`config.mk`:
```
export PLATFORM = sky130hd
export DESIGN_NAME = timer_ctrl
export DESIGN_NICKNAME = d
export VERILOG_FILES = /design/src/rtl/timer_ctrl.sv
export SDC_FILE = /design/constraint.sdc
export NUM_CORES = 1
export LEC_CHECK = 0
export ABC_AREA = 1
export BUFFER_PORTS_ARGS = -buffer_cell sky130_fd_sc_hd__buf_2
export CAP_MARGIN = 20
export CORE_MARGIN = 2
export CORE_UTILIZATION = 45
export DETAILED_ROUTE_END_ITERATION = 10
export PLACE_DENSITY = 0.69
export SYNTH_ARGS = -nofsm -noshare
export SYNTH_HDL_FRONTEND = slang
export SYNTH_SLANG_ARGS = --single-unit
```
`constraint.sdc`:
```
create_clock -name clk -period 2.78 [get_ports clk]
set_input_delay 0.278 -clock clk [delete_from_list [all_inputs] [get_ports clk]]
set_output_delay 0.278 -clock clk [all_outputs]
set_load 0.02 [all_outputs]
```
`src/rtl/timer_ctrl.sv`:
```
// Run controller for an external flex counter: latches a rollover value
// and a repetition count on start, enables the counter until that many
// rollover events have been seen, then pulses done for one cycle.
// Pause holds the counter and abort cancels the run. All status outputs
// are decoded from state or taken straight from registers.
module timer_ctrl #(
    parameter int unsigned NUM_BITS  = 4,
    parameter int unsigned REPS_BITS = 8
) (
    input  logic                 clk,
    input  logic                 nrst,
    input  logic                 start,
    input  logic                 abort,
    input  logic                 pause,
    input  logic [NUM_BITS-1:0]  period,
    input  logic [REPS_BITS-1:0] reps,
    input  logic                 rollover_flag,
    output logic                 clear,
    output logic                 count_enable,
    output logic [NUM_BITS-1:0]  rollover_val,
    output logic                 busy,
    output logic                 done,
    output logic [REPS_BITS-1:0] reps_left
);

    typedef enum logic [1:0] {
        IDLE,
        RUN,
        PAUSED,
        DONE
    } state_t;

    state_t state;
    state_t next_state;

    logic start_ok;
    logic last_event;

    assign start_ok   = start && (period != '0) && (reps != '0);
    assign last_event = rollover_flag && (reps_left == REPS_BITS'(1));

    // State register
    always_ff @(posedge clk or negedge nrst) begin
        if (!nrst) begin
            state <= IDLE;
        end else begin
            state <= next_state;
        end
    end

    // Next-state selection; abort overrides everything outside IDLE
    always_comb begin
        next_state = state;
        unique case (state)
            IDLE: begin
                if (start_ok) begin
                    next_state = RUN;
                end
            end
            RUN: begin
                if (abort) begin
                    next_state = IDLE;
                end else if (last_event) begin
                    next_state = DONE;
                end else if (pause) begin
                    next_state = PAUSED;
                end
            end
            PAUSED: begin
                if (abort) begin
                    next_state = IDLE;
                end else if (!pause) begin
                    next_state = RUN;
                end
            end
            DONE: begin
                next_state = IDLE;
            end
            default: begin
                next_state = IDLE;
            end
        endcase
    end

    // Moore output decode from state only
    always_comb begin
        clear        = 1'b0;
        count_enable = 1'b0;
        busy         = 1'b0;
        done         = 1'b0;
        unique case (state)
            IDLE:    clear        = 1'b1;
            RUN: begin
                count_enable = 1'b1;
                busy         = 1'b1;
            end
            PAUSED:  busy         = 1'b1;
            DONE:    done         = 1'b1;
            default: clear        = 1'b1;
        endcase
    end

    // Run parameters: latched on accepted start, repetition count consumed per event
    always_ff @(posedge clk or negedge nrst) begin
        if (!nrst) begin
            rollover_val <= '0;
            reps_left    <= '0;
        end else begin
            unique case (state)
                IDLE: begin
                    if (start_ok) begin
                        rollover_val <= period;
                        reps_left    <= reps;
                    end
                end
                RUN: begin
                    if (abort) begin
                        reps_left <= '0;
                    end else if (rollover_flag && (reps_left != '0)) begin
                        reps_left <= reps_left - REPS_BITS'(1);
                    end
                end
                PAUSED, DONE: begin
                    if (abort) begin
                        reps_left <= '0;
                    end
                end
                default: begin
                    reps_left <= '0;
                end
            endcase
        end
    end

endmodule

```
==> results of run 1 <==
## per-stage QoR
stage | cells | area [um^2] | total power [uW] | util [%] | hold slack (ns)
6_report | 218 | 1280 | 1370 | 58.3 | 0.244
5_1_grt | 218 | 1280 | 1510 | 58.3 | 0.256
3_5_place_dp | 213 | 1230 | 1230 | 56.2 | 0.199
4_1_cts | 218 | 1280 | 1380 | 58.3 | 0.240
2_1_floorplan | 153 | 1040 | 1010 | - | -0.0176
3_3_place_gp | 213 | 1230 | 1210 | 56.2 | 0.196
## registers in the layout (all words and copies together) (netlist names)
register,cells
rollover_val,4
state,2
reps_left,8
## routing by layer
metal | part of all wire (%) | wire length, um | GRT usage (%) | vias up
met2 | 49 | 1150 | 35.4 | 27
met5 | 0 | 0 | 0 | -
met1 | 46 | 1080 | 25.1 | 492
li1 | - | - | - | 561
met4 | 0.55 | 13 | 6.58 | 0
met3 | 4.7 | 110 | 3.16 | 2
## critical path, stage by stage (launching register included)
cell,delay (ns)
dfrtp_1,0.42
inv_1,0.09
ha_1,0.54
buf_2,0.28
## layout by cell type (no fill, tap or decap), types with 2 or more instances in the layout
master,instances
nand2_1,63
buf_2,33
nand3_1,15
nor2_1,14
dfrtp_1,14
inv_1,11
ha_1,6
nor2_2,5
nand4_1,5
o21ai_0,3
clkbuf_4,3
nand2_2,2
inv_2,2
o21ai_1,2
o21bai_1,2
nor3_1,2
## kinds of logic after synthesis
| logic type | Yosys count | synth area share [%] |
|---|---|---|
| flip-flops | 14 | 33.8 |
| XOR/XNOR | 1 | 0.846 |
| adder cells (fa/ha/maj) | 6 | 7.25 |
| buffers and inverters | 14 | 5.19 |
| AO/OA/AOI/OAI | 10 | 6.76 |
| AND/OR/NAND/NOR | 108 | 46.1 |
## final timing paths
kind	to	slack, ns	depth (start not counted)
worst min-delay path	rollover_val[2]	0.24	3
worst max-delay path	clear	0.89	3
min in group asynchronous	reps_left[3]	0.42	2
max in group asynchronous	rollover_val[3]	2.11	2
worst min register to register	rollover_val[0]	0.48	2
worst max register to register	reps_left[5]	1.11	9
## power by group through the flow
| stage | combinational [uW] | clock, uW | sequential [uW] |
|---|---|---|---|
| 2_1_floorplan | 547 | 0 | 462 |
| 3_3_place_gp | 829 | 0 | 383 |
| 3_5_place_dp | 840 | 0 | 388 |
| 4_1_cts | 844 | 153 | 384 |
| 5_1_grt | 954 | 160 | 400 |
| 6_report | 834 | 151 | 382 |
## area by class of cell
type / instances / area (um^2)
multi-input cells: 125 / 632
flip-flops and latches: 14 / 350
fillers: 214 / 913
inverters: 13 / 48.8
clock buffers: 4 / 36.3
well taps: 28 / 35.0
repair buffers: 34 / 175
## repair_timing
action	4_1_cts	5_1_grt
endpoints found under the hold margin	14	0
endpoints found under the setup margin	0	0
hold buffers	1	0
setup buffers	0	0
==> run metrics, run 1 <==
status finished clean; worst hold path type in -> reg; Gate power share 61.1%; CTS tree built; post-synth top area cell dfrtp_1; Synth Instances ~150; Final Hold Violating Endpoints 0; endpoints failing setup 0; RePlAce Congestion around 0.85; #FFs+latches synth 14; crit path from state[1]; PostCTS Resize Cnt 0; FF-to-FF Start state[1]; Post-Syn Area 1040 um^2; grt ovf 0; Max clock buf depth 2; Layout Nets 215; IO Pins 34; die height between 50 and 60 um; worst rel slew slack 59.7%; P_sw between 700 and 800 uW; initial antenna violation count 0; Worst-Margin Slew 0.604 ns; Post-synth top flop dfrtp_1; Mapped Nets 177; Detailed Routing Iterations Pass 1 4; I/O Buffers 33; CORE AREA 2190 um^2; Area Growth Syn to Fin 23.3%; Final Max Slew Viols 0; Initial Util 47.3%; first-pass GRT wire length 4.15 mm; TritonCTS buffer count 3; worst hold start period[2]; max cap viols 0; largest cells by area after synthesis dfrtp_1, nand2_1, ha_1; sequential area share after synthesis between 30% and 40%; Via density 4.96; Internal 657 uW; width of the die 52.0 um; Iteration-0 DRC Markers 20; Via Count 1082; Distinct cells, synth 21; Clock Latency Late Sink 0.28 ns; Sum Neg Setup Slack 0 ns; Ant. Diodes 0; post-DR wirelength/cell roughly 11 um; CP endpoint kind output pin; CP required between 2 and 3 ns; die footprint 2700 um^2; P_leak 0.000732 uW; critical path arrival 1.61 ns; fin worst setup slack approximately 0.89 ns; RSZ-0062 raised after global routing false; Clock Sinks 14; crit start category register; clk slew on worst S/H paths approximately 0.09 ns; post-route ant nets 0; layout cells sized above 1 between 20% and 30%; power density over cell area 1070 nW/um^2; Synth Area per Inst 6.77 um^2; FP Rows 17; clock skew between 0.005 and 0.006 ns; Clock Power Share between 10% and 20%; asr flop ratio synth 100%; Peak VDD IR 0.595 mV; final WL 2.36 mm; H-tree levels 1; minimum clock period ~1.9 ns; switching share of power 51.9%; Commonest cells post-synth nand2_1, nand3_1, dfrtp_1, nor2_1, inv_1; count leader, synth nand2_1; DP HPWL 1.92 mm; warnings from Yosys 0; Post-route DRC 0; All-Layer GR Usage 20.2%; final period utilization 68.1%; Seq pwr share 27.9%; largest net degree at the start of global routing 18; post-synth top area share 33.8%; clk root buf clkbuf_4; number of global-route vias before repair 1036; FMAX ~530 MHz; WS Path Type reg -> out; Post-synth EDFFs 0; pre-CTS WS 1.12 ns; largest fanout on the critical path 17
(Power assumes the default switching activity.)
==> inputs of run 2 (changes only) <==
==> constraint.sdc (replaced) <==
create_clock -name clk -period 2 [get_ports clk]
set_input_delay 0.2 -clock clk [delete_from_list [all_inputs] [get_ports clk]]
set_output_delay 0.2 -clock clk [all_outputs]
set_load 0.02 [all_outputs]
==> run 2 against run 1 <==
Global-route usage grew 1.1 points. Via count fell by 1.8%. Die area unchanged. Critical path depth unchanged. Sequential share of layout area fell by 0.16 points. Routed wire length is 5.6% higher. Highest routed layer unchanged. Combinational power rose by 43%. Setup slack worse by 0.59 ns. Cell area increased by 0.59%. Register-to-register slack worse by 0.77 ns. Total power up 41%.
==> run metrics, run 2 (same netlist as run 1, synthesis figures left out) <==
All-Layer GR Usage 21.3% (+1.1 points); final WL 2.49 mm (+5.6%); pre-CTS WS 0.366 ns (-0.753 ns); DP HPWL 2.01 mm (+4.8%); FMAX roughly 590 MHz; clock skew 0.00660 ns (+0.000907 ns); total power 1930 uW (+41%); power density over cell area 1500 nW/um^2 (+40%); Sum Neg Setup Slack 0 ns (unchanged); most common cell after layout, fill and taps aside nand2_1; worst hold margin 0.168 ns (-0.0753 ns); Clock Latency Late Sink 0.28 ns (about the same); Reg area 350 um^2 (unchanged); area of the multi-input gates 632 um^2 (unchanged); Worst-Margin Slew 0.461 ns (-0.143 ns); max reg flops 8 (unchanged); CORE AREA 2190 um^2 (unchanged); WS Path Type reg -> out; first-pass GRT wire length 4.24 mm (+2.2%); CP endpoint kind output pin; TritonCTS buffer count 3 (unchanged); Largest regs reps_left (8), rollover_val (4), state (2); Max clock buf depth 2 (unchanged); RSZ-0062 raised after global routing false; post-DR wirelength/cell 11.4 um (+5.2%); Final Core Density 58.7% (+0.34 points); Via density 4.85 (-2.3%); RePlAce Congestion 0.872 (+2.2%); final period utilization 85.2%; die footprint 2700 um^2 (unchanged); critical path arrival 1.50 ns (-0.11 ns); Iteration-0 DRC Markers 14 (-30%); worst rel slew slack 69.2% (+9.5 points); most frequent cells in the layout nand2_1, buf_2, nand3_1, nor2_1, dfrtp_1; filler instances 207 (-3.3%); P_leak 0.000737 uW (+0.66%); I/O Buffers 33 (unchanged); IO Pins 34 (unchanged); Final Hold Violating Endpoints 0 (unchanged); minimum clock period 1.70 ns; worst hold path type in -> reg; Initial Util 47.3% (unchanged); Via Count 1062 (-1.8%); width of the die 52.0 um (unchanged); layout cells sized above 1 26.7% (+0.39 points); H-tree levels 1 (unchanged); Ant. Diodes 0 (unchanged); largest net degree at the start of global routing 15 (-3); CP required 1.80 ns (-0.70 ns); Area Growth Syn to Fin 24.0%; endpoints failing setup 0 (unchanged); Detailed Routing Iterations Pass 1 4 (unchanged); PostCTS Resize Cnt 0 (unchanged); clk slew on worst S/H paths 0.09 ns (about the same); max cap viols 0 (unchanged); clk root buf clkbuf_4; number of global-route vias before repair 996 (-3.9%); largest register by flop count reps_left; FP Rows 17 (unchanged); Layout Nets 216 (+0.47%); fin worst setup slack 0.296 ns (-0.592 ns); Post-route DRC 0 (unchanged); Clock Sinks 14 (unchanged); grt ovf 0 (unchanged); status finished clean; largest fanout on the critical path 13 (-4); Final Max Slew Viols 0 (unchanged); post-route ant nets 0 (unchanged); Peak VDD IR 0.906 mV (+52%); crit start category register; CTS tree built; die height 52.0 um (unchanged); initial antenna violation count 0 (unchanged)
==> run 2: changes by cell type in the layout (fill, tap and decap cells not counted), sizes merged <==
cell,before,now
buf,33,34
==> run 2: worst max-delay path, cell delays in order, from the launching register on <==
cell and delay, ns:
dfrtp_1 0.42, inv_1 0.10, ha_1 0.45, buf_2 0.26
==> run 2: area by class of cell <==
type,count,share of cell area [%]
Clock buffer,4,2.82
Tap cell,28,2.73
Multi-Input combinational cell,125,49.2
Sequential cell,14,27.3
Inverter,13,3.80
Timing Repair Buffer,35,14.2
==> run 2: worst paths after layout <==
path                                 start               to  slack (ns)  cells after the start
setup / recovery                  state[0]            clear        0.30                      3
hold / removal                   period[1]  rollover_val[1]        0.17                      3
setup reg to reg                  state[0]     reps_left[6]        0.34                      7
hold reg to reg            rollover_val[0]  rollover_val[0]        0.48                      2
max in group asynchronous             nrst     reps_left[5]        1.39                      2
min in group asynchronous             nrst     reps_left[2]        0.34                      2
==> run 2: metal layers <==
metal  GRT usage (%)  routed length [um]  vias to the layer above
met1            27.6                1180                      469
met3            3.74                 110                        2
met4            7.89                   8                        0
met5               0                   0                        -
met2            35.2                1190                       23
li1                -                   -                      568
==> run 2: where the power goes <==
group,internal [uW],switching (uW)
Clock,111,97.0
Sequential,404,131
Combinational,413,775
==> run 2: metrics by stage <==
stage	cell area [um^2]	cells
2_1_floorplan	1040	153
3_3_place_gp	1240	214
3_5_place_dp	1240	214
4_1_cts	1280	219
5_1_grt	1280	219
6_report	1280	219
==> run 2: timing repair <==
action,CTS,global route
setup buffers,0,0
endpoints found under the hold margin,14,0
hold buffers,1,0
